===== src/rtl/cla4.sv =====
// 4-bit carry-lookahead adder slice with one registered output stage.
// Exposes group propagate/generate so slices can sit under a second-level lookahead unit.
module cla4 (
  input  logic       clk,
  input  logic       rst_n,
  input  logic       in_valid,
  input  logic [3:0] A,
  input  logic [3:0] B,
  input  logic       Ci,
  output logic [3:0] S,
  output logic       Co,
  output logic       PG,
  output logic       GG,
  output logic       out_valid
);

  logic [3:0] p;
  logic [3:0] g;
  logic [3:0] c;
  logic [3:0] sum_comb;
  logic       co_comb;
  logic       pg_comb;
  logic       gg_comb;

  logic [3:0] s_d,  s_q;
  logic       co_d, co_q;
  logic       pg_d, pg_q;
  logic       gg_d, gg_q;
  logic       out_valid_d, out_valid_q;

  // Every carry is a flat sum-of-products of p/g/Ci so no bit waits on its neighbour.
  always_comb begin
    p = A ^ B;
    g = A & B;

    c[0] = Ci;
    c[1] = g[0] | (p[0] & Ci);
    c[2] = g[1] | (p[1] & g[0]) | (p[1] & p[0] & Ci);
    c[3] = g[2] | (p[2] & g[1]) | (p[2] & p[1] & g[0]) | (p[2] & p[1] & p[0] & Ci);

    co_comb = g[3] | (p[3] & g[2]) | (p[3] & p[2] & g[1])
            | (p[3] & p[2] & p[1] & g[0]) | (p[3] & p[2] & p[1] & p[0] & Ci);

    pg_comb = p[3] & p[2] & p[1] & p[0];
    gg_comb = g[3] | (p[3] & g[2]) | (p[3] & p[2] & g[1]) | (p[3] & p[2] & p[1] & g[0]);

    sum_comb = p ^ c;
  end

  // Without a capture the mux selects the held value, so undriven operands cannot leak through.
  always_comb begin
    s_d         = s_q;
    co_d        = co_q;
    pg_d        = pg_q;
    gg_d        = gg_q;
    out_valid_d = in_valid;
    if (in_valid) begin
      s_d  = sum_comb;
      co_d = co_comb;
      pg_d = pg_comb;
      gg_d = gg_comb;
    end
  end

  always_ff @(posedge clk or negedge rst_n) begin
    if (!rst_n) begin
      s_q         <= 4'b0000;
      co_q        <= 1'b0;
      pg_q        <= 1'b0;
      gg_q        <= 1'b0;
      out_valid_q <= 1'b0;
    end else begin
      s_q         <= s_d;
      co_q        <= co_d;
      pg_q        <= pg_d;
      gg_q        <= gg_d;
      out_valid_q <= out_valid_d;
    end
  end

  assign S         = s_q;
  assign Co        = co_q;
  assign PG        = pg_q;
  assign GG        = gg_q;
  assign out_valid = out_valid_q;

endmodule


===== config.mk =====
export PLATFORM = sky130hd
export DESIGN_NAME = cla4
export DESIGN_NICKNAME = d
export VERILOG_FILES = /design/src/rtl/cla4.sv
export SDC_FILE = /design/constraint.sdc
export NUM_CORES = 1
export LEC_CHECK = 0
export BUFFER_PORTS_ARGS = -buffer_cell sky130_fd_sc_hd__buf_2
export CAP_MARGIN = 20
export CORE_AREA = 4 4 41 43
export DETAILED_ROUTE_END_ITERATION = 10
export DIE_AREA = 0 0 45 47
export GPL_TIMING_DRIVEN = 1
export MAX_ROUTING_LAYER = met4
export PLACE_DENSITY = 0.62
export SLEW_MARGIN = 20
export SYNTH_ARGS = -nofsm -noshare
export SYNTH_HDL_FRONTEND = slang
export SYNTH_SLANG_ARGS = --single-unit
export TNS_END_PERCENT = 10

===== constraint.sdc =====
create_clock -name clk -period 1.5 [get_ports clk]
set_clock_uncertainty 0.1 [all_clocks]
set_input_delay 0.3 -clock clk [delete_from_list [all_inputs] [get_ports clk]]
set_output_delay 0.3 -clock clk [all_outputs]
set_load 0.05 [all_outputs]

======== Word-level counts from Yosys, hierarchy flattened ========
Cells that the tools add are included.
storage, ports and cells
  flip-flop bits (word level) ............. 8
  input bits .............................. 12
cells by class
  bitwise operators ....................... 29
operators with widths
  kind         number
  $and 1x1->1  16
  $or 1x1->1   10
  $xor 4x4->4  2
  $and 4x4->4  1

======== Longest topological paths before layout ========
Gate-level depths: netlist (run 1).
  word-level depth ........................ 6
  mapped depth ............................ 4

======== Worst setup path after synthesis (run 1) ========
OpenSTA, ideal clock, no wires.
  path kind ............................... input-to-reg
  from .................................... input port A[1]
  to ...................................... register s_q[2] (netlist: S[2])
  arrival ................................. 1.282 ns
  data required time ...................... 1.329 ns
  setup slack ............................. 0.047 ns
  stages on the path ...................... 4
  cells stage by stage .................... ha_1 inv_1 or4_1 nand4_1
on the way
  cells in the longest elaborated chain, start to end .. 5
  elaborated cells between the ends (all ways) .. 8
  those cells by class .................... bitwise: 8
ends and longest elaborated chain
  what                                       line  RTL
  start, declared                            7     input logic [3:0] A,
  $xor 4x4->4                                33    p = A ^ B;
  $and 1x1->1                                38    c[2] = g[1] | (p[1] & g[0]) | (p[1] & p[0] & Ci);
  $or 1x1->1 or $and 1x1->1 (tied branches)  38
  $or 1x1->1 (*)                             38
  $xor 4x4->4 (*)                            47    sum_comb = p ^ c;
  end signal, assigned                       67    s_q <= 4'b0000;
  end signal, assigned                       73    s_q <= s_d;
  end, declared                              25    logic [3:0] s_d, s_q;
Mark *: on every way between the ends. The rest lies on a longest branch, timed or not.
A chain may end at the register's enable or synchronous reset.

======== Worst setup path after layout (run 1) ========
  from .................................... input port A[2]
  to ...................................... register co_q (netlist: Co)
on the way
  cells in the longest elaborated chain, start to end .. 6
  elaborated cells between the ends (all ways) .. 13
  those cells by class .................... bitwise: 13
ends and longest elaborated chain
  what                                        line    RTL
  $and 4x4->4 or $xor 4x4->4 (tied branches)  34, 33
  $and 1x1->1, on equally long branches       41, 42
  $or 1x1->1, or another cell as far along    41      co_comb = g[3] | (p[3] & g[2]) | (p[3] & p[2] & g[1])
  $or 1x1->1 or $and 1x1->1 (tied branches)   41, 42
  $or 1x1->1 or $and 1x1->1 (tied branches)   42      | (p[3] & p[2] & p[1] & g[0]) | (p[3] & p[2] & p[1] & p[0] & Ci);
  $or 1x1->1 (*)                              42
  end signal, assigned                        74      co_q <= co_d;
  end, declared                               26      logic co_d, co_q;
Marks and branches as above.

==> run_results.csv, run 1 <==
group,metric,value,unit
worst_setup_path,crit_path_start_kind,"input port",
clock_tree,cts_max_path_buffers,2,
place,dp_hpwl,792,um
global_route,antenna_found_initial,0,
layout,drive_gt1_frac,0.386,
die,boundaryPins,20,
layout,final_nets,89,
clock_tree,numClockSinks,8,
drt,final_antenna_net_count,0,
die,die_area,0.00212,mm^2
drt,drt_iter0_markers,6,
yosys,syn_area,450,um^2
die,core_area,0.00130,mm^2
yosys,synth-warning-count,0,
power,internal-power,0.417,mW
yosys,synth_cell_types,20,
global_route,use_met2,0.147,
die,num_rows,13,
worst_setup_path,cp.arrival,1.34,ns
sta,hold_violations,0,
layout,stdcell_area,619,um^2
clock_tree,cts_resized,0,
global_route,grt_pass1_wl,1500,um
yosys,synth_nets,61,
global_route,grt_start_max_net_pins,10,
yosys,avgSynthCellArea,10.2,um^2
sta,max_slew_margin,0.832,
power,pwr-share-comb,0.379,
worst_setup_path,required,1.54,ns
sta,finalCritPeriodShare,0.867,
clock_tree,post_cts_buffers,0,
worst_setup_path,endpoint_kind,"flop",
yosys,syn-instance-count,44,
power,pwr-share-seq,0.383,
place,post-place-ws,-0.0481,ns
sta,worst_slew_pin_slew,0.253,ns
worst_setup_path,cp-startpoint,"A[2]",
sta,setup_viol,0,
yosys,synth_flop_cell,"dfrtp_1",
clock_tree,ctsHoldBuffers,1,
global_route,met3_usage,0.0268,
die,die_w,45,um
global_route,grt_pass1_vias,371,
worst_setup_path,endpoint,"Co",
sta,tns,0,ns
sta,layout_min_cycle_time,1.30,ns
drt,avgRoutedWirePerCell,10.9,um
place,place.gp.congestion,0.708,
die,start_util,0.346,
worst_setup_path,reg2reg_slack,0.66,ns
drt,viasPerCell,4.75,
layout,antenna_cells,0,
yosys,synth-edff-count,0,
sta,hold-worst-slack,0.214,ns
power,power,0.674,mW
global_route,track_usage,0.108,
worst_setup_path,crit_type,"input port to flop",
power,p_switching,0.257,mW
global_route,grtUsageMet1,0.120,
yosys,synth_area_leaders,"dfrtp_1 (44%), ha_1 (11%), inv_1 (5.0%)",
power,clockPowerShare,0.238,
clock_tree,clock_latency,0.25,ns
clock_tree,clk_pin_slew,0.05,ns
power,vdd_drop_max,0.000345,V
sta,rsz0062_at_grt,"false",
clock_tree,htreeDepth,1,
worst_setup_path,reg2reg_depth,1,
drt,drt-pass1-iter-count,4,
status,status,"finished clean",
die,die_h,47,um
place,placed_area,587,um^2
drt,via_count,404,
power,swShare,0.381,
min_path,hp-class,"input port to flop",
drt,drc_errors,0,
yosys,ys_seq_area_frac,0.444,
global_route,overflow,0,
yosys,ys_ff_latch,8,
clock_tree,cts_tree,"done",
clock_tree,cts-root-buf,"clkbuf_4",
yosys,synth_top_cell_by_area,"dfrtp_1",
place,portBuffers,19,
yosys,synthDominantCellAreaShare,0.444,
layout,syn2layout_area_growth,37.5,%
drt,drt_wl_total,929,um
sta,fmax,769,MHz
sta,worst_slack,0.200,ns
global_route,grt_busiest_layer,"met2",
power,p_per_area,1090,mW/mm^2
yosys,async_flop_share,1.00,
sta,drv_slew,0,
clock_tree,cts_inserted_buffers,3,
flow_run,maxCapViolations,0,
worst_setup_path,r2r_end,"S[1]",
power,leakage,0.323,nW
worst_setup_path,crit_fanout,6,
worst_setup_path,reg2reg_from,"S[1]",
## cell families after synthesis
logic type,share of synthesized area
AOI/OAI and AO/OA,0.144
xor gates and xnor gates,0.0194
adders and majority gates,0.156
buffers and inverters,0.0583
DFF,0.444
muxes,0.0250
and+or+nand+nor,0.153
## area by class of cell
| cell class | count | area [um^2] |
|---|---|---|
| Clock buffer | 3 | 22.5 |
| Inverter | 7 | 26.3 |
| Fill cell | 137 | 682 |
| Tap cell | 15 | 18.8 |
| Timing Repair Buffer | 23 | 128 |
| Multi-Input combinational cell | 29 | 224 |
| Sequential cell | 8 | 200 |
## metal layers
layer / up-vias / wire (um)
met5: - / 0
met4: 0 / 28
met3: 3 / 70
met2: 17 / 453
met1: 170 / 378
li1: 214 / -
## worst min path at each step
stage | startpoint | to | slack (ns) | cells past startpoint
global route | in_valid | out_valid | 0.21 | 2
CTS | in_valid | out_valid | 0.21 | 2
finish | in_valid | out_valid | 0.21 | 2
floorplan | rst_n | Co | -0.1 | 0
global placement | rst_n | out_valid | 0.05 | 1
detailed placement | rst_n | out_valid | 0.05 | 1
## power by group through the flow
stage          sequential [mW]  clock [mW]  combinational (mW)
4_1_cts                  0.259       0.168               0.258
5_1_grt                  0.262       0.183               0.274
3_3_place_gp             0.262           0               0.253
2_1_floorplan            0.369           0              0.0708
6_report                 0.258       0.160               0.255
3_5_place_dp             0.263           0               0.255
## state kept, by name, indices dropped and copies added (netlist names)
register	count
out_valid	1
GG	1
S	4
PG	1
Co	1
## synthesized netlist by cell type (2+ instances only)
cell type / count
o21ai_0: 2
dfrtp_1: 8
nand4_1: 3
a21oi_1: 3
inv_1: 6
ha_1: 4
o22a_1: 2
nand2_1: 4
## cells in the final DEF (no fill, tap or decap), drive strengths merged, types with 2 or more instances in the layout
master / instances
dfrtp: 8
buf: 22
a21oi: 3
inv: 7
o21ai: 2
nand4: 3
nand2: 4
o22a: 2
clkbuf: 3
ha: 4
## worst max-delay path: stages
cell,delay [ns]
buf_2,0.10
ha_1,0.36
a21oi_1,0.25
a31oi_1,0.15
o22a_1,0.19
## stage by stage
step,std cells,util
after floorplan,44,-
after global placement,81,0.451
after detailed placement,81,0.451
after CTS,85,0.476
after global routing,85,0.476
final,85,0.476
Note: power is estimated with default switching activity, not from simulation.
==> run 2: changes to the inputs <==
==> constraint.sdc (replaced) <==
create_clock -name clk -period 1.3 [get_ports clk]
set_clock_uncertainty 0.1 [all_clocks]
set_input_delay 0.26 -clock clk [delete_from_list [all_inputs] [get_ports clk]]
set_output_delay 0.26 -clock clk [all_outputs]
set_load 0.05 [all_outputs]
==> run_results.csv, run 2 (synthesis gave the netlist of run 1 again) <==
group,metric,value,unit
status,status,"finished clean",
clock_tree,cts_resized,0,
power,swShare,0.387,
layout,fin_util,0.509,
power,leakage,0.331,nW
worst_setup_path,worst-path-stages,1,
drt,top_layer,"met4",
place,placed_area,629,um^2
min_path,hp-class,"input port to flop",
clock_tree,post_cts_buffers,0,
drt,drt-pass1-iter-count,4,
drt,avgRoutedWirePerCell,12.1,um
sta,finalCritPeriodShare,0.949,
power,internal-power,0.496,mW
sta,rsz0062_at_grt,"false",
layout,largest_register_ffs,4,
sta,max_slew_margin,0.826,
worst_setup_path,cp.arrival,0.87,ns
die,die_h,47,um
layout,final_nets,91,
worst_setup_path,endpoint_kind,"output port",
worst_setup_path,path_cells,"buf_2",
layout,layout_common_cells,"buf_2 (19), dfrtp_1 (8), inv_1 (6), buf_4 (5), nand2_1 (4)",
power,p_switching,0.313,mW
drt,wl_met2,476,um
min_path,hold_path_depth,1,
global_route,track_usage,0.128,
global_route,antenna_found_initial,0,
worst_setup_path,crit_path_start_kind,"flop",
die,start_util,0.346,
power,vdd_drop_max,0.000532,V
clock_tree,clk_pin_slew,0.05,ns
worst_setup_path,required,0.94,ns
layout,antenna_cells,0,
clock_tree,numClockSinks,8,
worst_setup_path,reg2reg_depth,1,
drt,viasPerCell,5.09,
worst_setup_path,critical-path-slowest-cell,"dfrtp_1",
power,pwr-share-seq,0.372,
worst_setup_path,crit_type,"flop to output port",
power,p_per_area,1220,mW/mm^2
global_route,grt_start_max_net_pins,9,
layout,stdcell_area,662,um^2
drt,drt_wl_total,1060,um
drt,wl_met1,476,um
die,die_area,0.00212,mm^2
sta,layout_min_cycle_time,1.23,ns
drt,drc_errors,0,
layout,drive_gt1_frac,0.444,
place,place.gp.congestion,0.871,
clock_tree,cts-root-buf,"clkbuf_4",
place,dp_hpwl,880,um
drt,drt_iter0_markers,12,
layout,mostFrequentLayoutCell,"buf_2",
clock_tree,cts_max_path_buffers,2,
die,num_rows,13,
worst_setup_path,max_stage_delay,0.35,ns
sta,drv_slew,0,
die,core_area,0.00130,mm^2
clock_tree,cts_inserted_buffers,3,
worst_setup_path,cp_top_family,"flip-flops",
worst_setup_path,crit_fanout,2,
global_route,grt_pass1_vias,413,
sta,tns,0,ns
power,clockPowerShare,0.236,
layout,syn2layout_area_growth,46.9,%
worst_setup_path,crit_buf_inv,1,
global_route,overflow,0,
clock_tree,clock_latency,0.25,ns
drt,via_count,443,
drt,met3_length,80,um
die,boundaryPins,20,
global_route,grt_pass1_wl,1810,um
clock_tree,ctsHoldBuffers,1,
flow_run,maxCapViolations,0,
sta,worst_slew_pin_slew,0.260,ns
place,portBuffers,19,
drt,final_antenna_net_count,0,
sta,setup_viol,0,
sta,hold_violations,0,
sta,fmax,811,MHz
die,die_w,45,um
power,pwr-share-comb,0.392,
clock_tree,htreeDepth,1,
clock_tree,cts_tree,"done",
[run 2: worst paths after layout]
path                           from  slack (ns)        end
max                            S[1]        0.07       S[1]
min                        in_valid        0.11  out_valid
max reg2reg                    S[1]        0.43       S[1]
min reg2reg                      PG        0.38         PG
max in group asynchronous     rst_n        0.66         Co
min in group asynchronous     rst_n        0.27         PG
[run 2: area by class of cell]
type / instances / area, um^2
Multi-Input combinational cell: 29 / 251
Timing Repair Buffer: 25 / 143
Fill cell: 140 / 639
Tap cell: 15 / 18.8
Sequential cell: 8 / 200
Clock buffer: 3 / 22.5
Inverter: 7 / 26.3
[run 2: through the flow]
step	setup WS (ns)	hold WS, ns	std cells	power [mW]
after global routing	0.0302	0.107	87	0.856
after detailed placement	-0.156	0.0111	83	0.621
final	0.0665	0.112	87	0.809
after floorplan	-0.00818	-0.136	44	0.515
after CTS	0.0568	0.106	87	0.818
after global placement	-0.137	0.00841	83	0.614
[run 2: routing by layer]
metal | GRT usage | vias to the layer above
met2 | 0.181 | 16
met5 | - | -
met1 | 0.157 | 208
met3 | 0.0345 | 2
met4 | 0.0877 | 0
li1 | - | 217
[run 2: power groups by stage]
stage	Sequential, mW	Combinational, mW	Clock (mW)
finish	0.300	0.317	0.191
global route	0.306	0.341	0.209
CTS	0.301	0.320	0.198
detailed placement	0.304	0.317	0
global placement	0.302	0.312	0
floorplan	0.425	0.0898	0
==> run 3: changes to the inputs <==
--- a/config.mk
+++ b/config.mk
@@ -12,7 +12,7 @@
 export DIE_AREA = 0 0 45 47
 export GPL_TIMING_DRIVEN = 1
 export MAX_ROUTING_LAYER = met4
-export PLACE_DENSITY = 0.62
+export PLACE_DENSITY = 0.66
 export SLEW_MARGIN = 20
 export SYNTH_ARGS = -nofsm -noshare
 export SYNTH_HDL_FRONTEND = slang
==> run_results.csv, run 3 (synthesis gave the netlist of run 1 again) <==
group,metric,value,unit
sta,drv_slew,0,
flow_run,maxCapViolations,0,
die,start_util,0.346,
worst_setup_path,cp_top_family,"flip-flops",
die,die_area,0.00212,mm^2
sta,worst_slack,0.0671,ns
worst_setup_path,crit_path_start_kind,"flop",
worst_setup_path,crit_type,"flop to output port",
place,dp.cells,83,
layout,mostFrequentLayoutCell,"buf_2",
global_route,overflow,0,
sta,rsz0062_at_grt,"false",
place,placed_area,629,um^2
worst_setup_path,required,0.94,ns
worst_setup_path,worst-path-stages,1,
global_route,grt_start_max_net_pins,9,
sta,layout_min_cycle_time,1.23,ns
sta,fmax,811,MHz
clock_tree,clock_latency,0.25,ns
layout,largest_register_ffs,4,
place,post-place-ws,-0.170,ns
power,vdd_drop_max,0.000782,V
power,leakage,0.331,nW
min_path,hp-class,"input port to flop",
drt,drt_iter0_markers,5,
power,p_per_area,1210,mW/mm^2
worst_setup_path,critical-path-slowest-cell,"dfrtp_1",
drt,drt-pass1-iter-count,4,
layout,layoutNonFillerInstCount,87,
clock_tree,cts_resized,0,
worst_setup_path,endpoint,"GG",
layout,drive_gt1_frac,0.444,
die,die_w,45,um
sta,setup_viol,0,
sta,hold-worst-slack,0.199,ns
place,dp_hpwl,901,um
clock_tree,clk_pin_slew,0.05,ns
clock_tree,htreeDepth,1,
drt,avgRoutedWirePerCell,12.3,um
worst_setup_path,reg2reg_slack,0.46,ns
place,portBuffers,19,
status,status,"finished clean",
die,boundaryPins,20,
sta,worst_slew_pin_slew,0.251,ns
worst_setup_path,crit_buf_inv,1,
die,die_h,47,um
sta,finalCritPeriodShare,0.948,
layout,final_nets,91,
worst_setup_path,path_cells,"buf_2",
layout,fin_util,0.509,
drt,final_antenna_net_count,0,
drt,viasPerCell,4.95,
worst_setup_path,max_stage_delay,0.36,ns
global_route,antenna_found_initial,0,
place,place.gp.congestion,0.865,
drt,drt_wl_total,1070,um
global_route,grt_pass1_wl,1770,um
global_route,grt_pass1_vias,444,
clock_tree,cts_max_path_buffers,2,
global_route,track_usage,0.127,
layout,layout_common_cells,"buf_2 (19), dfrtp_1 (8), inv_1 (6), buf_4 (5), nand2_1 (4)",
worst_setup_path,crit_fanout,2,
layout,syn2layout_area_growth,46.9,%
worst_setup_path,cp-startpoint,"GG",
clock_tree,cts-root-buf,"clkbuf_4",
die,core_area,0.00130,mm^2
worst_setup_path,cp.arrival,0.87,ns
die,num_rows,13,
worst_setup_path,endpoint_kind,"output port",
drt,drc_errors,0,
layout,antenna_cells,0,
sta,hold_violations,0,
layout,stdcell_area,662,um^2
sta,max_slew_margin,0.832,
worst_setup_path,reg2reg_depth,1,
drt,via_count,431,
clock_tree,cts_tree,"done",
worst_setup_path,r2r_end,"S[1]",
worst_setup_path,reg2reg_from,"S[1]",
clock_tree,cts_inserted_buffers,3,
clock_tree,numClockSinks,8,
[run 3: cell counts in the layout (fill, tap and decap cells not counted)]
Identical to the previous run, type by type.
[run 3: final cells by class]
class	count	area, um^2
inverter	7	26.3
multi-input combinational	29	251
fill	135	639
sequential	8	200
timing repair buffer	25	143
tap	15	18.8
clock buffer	3	22.5
[run 3: how the worst min path moves through the flow]
stage / cells after the start / start / end / slack, ns
after global placement: 1 / rst_n / S[1] / 0.01
after CTS: 2 / in_valid / out_valid / 0.18
after detailed placement: 1 / rst_n / S[1] / 0.01
after global routing: 2 / in_valid / out_valid / 0.19
final: 2 / in_valid / out_valid / 0.20
after floorplan: 0 / rst_n / Co / -0.14
[run 3: power breakdown]
group	total, mW	internal [mW]	switching (mW)
logic	0.313	0.105	0.209
clock network	0.186	0.105	0.0808
registers	0.299	0.283	0.0159
[run 3: layer usage]
layer	track usage	vias to the layer above	routed length (um)
met1	0.142	198	474
met3	0.0651	0	85
met5	-	-	0
met4	0.0702	0	0
met2	0.181	16	510
li1	-	217	-
[run 3: timing repair]
item	CTS	global route
setup buffers	0	0
hold buffers	1	0
endpoints found under the hold margin	8	0
[run 3: per-stage QoR]
stage / setup TNS [ns] / power, mW
CTS: 0 / 0.810
detailed placement: -0.655 / 0.615
global placement: -0.517 / 0.610
finish: 0 / 0.799
floorplan: -0.00818 / 0.515
global route: 0 / 0.853
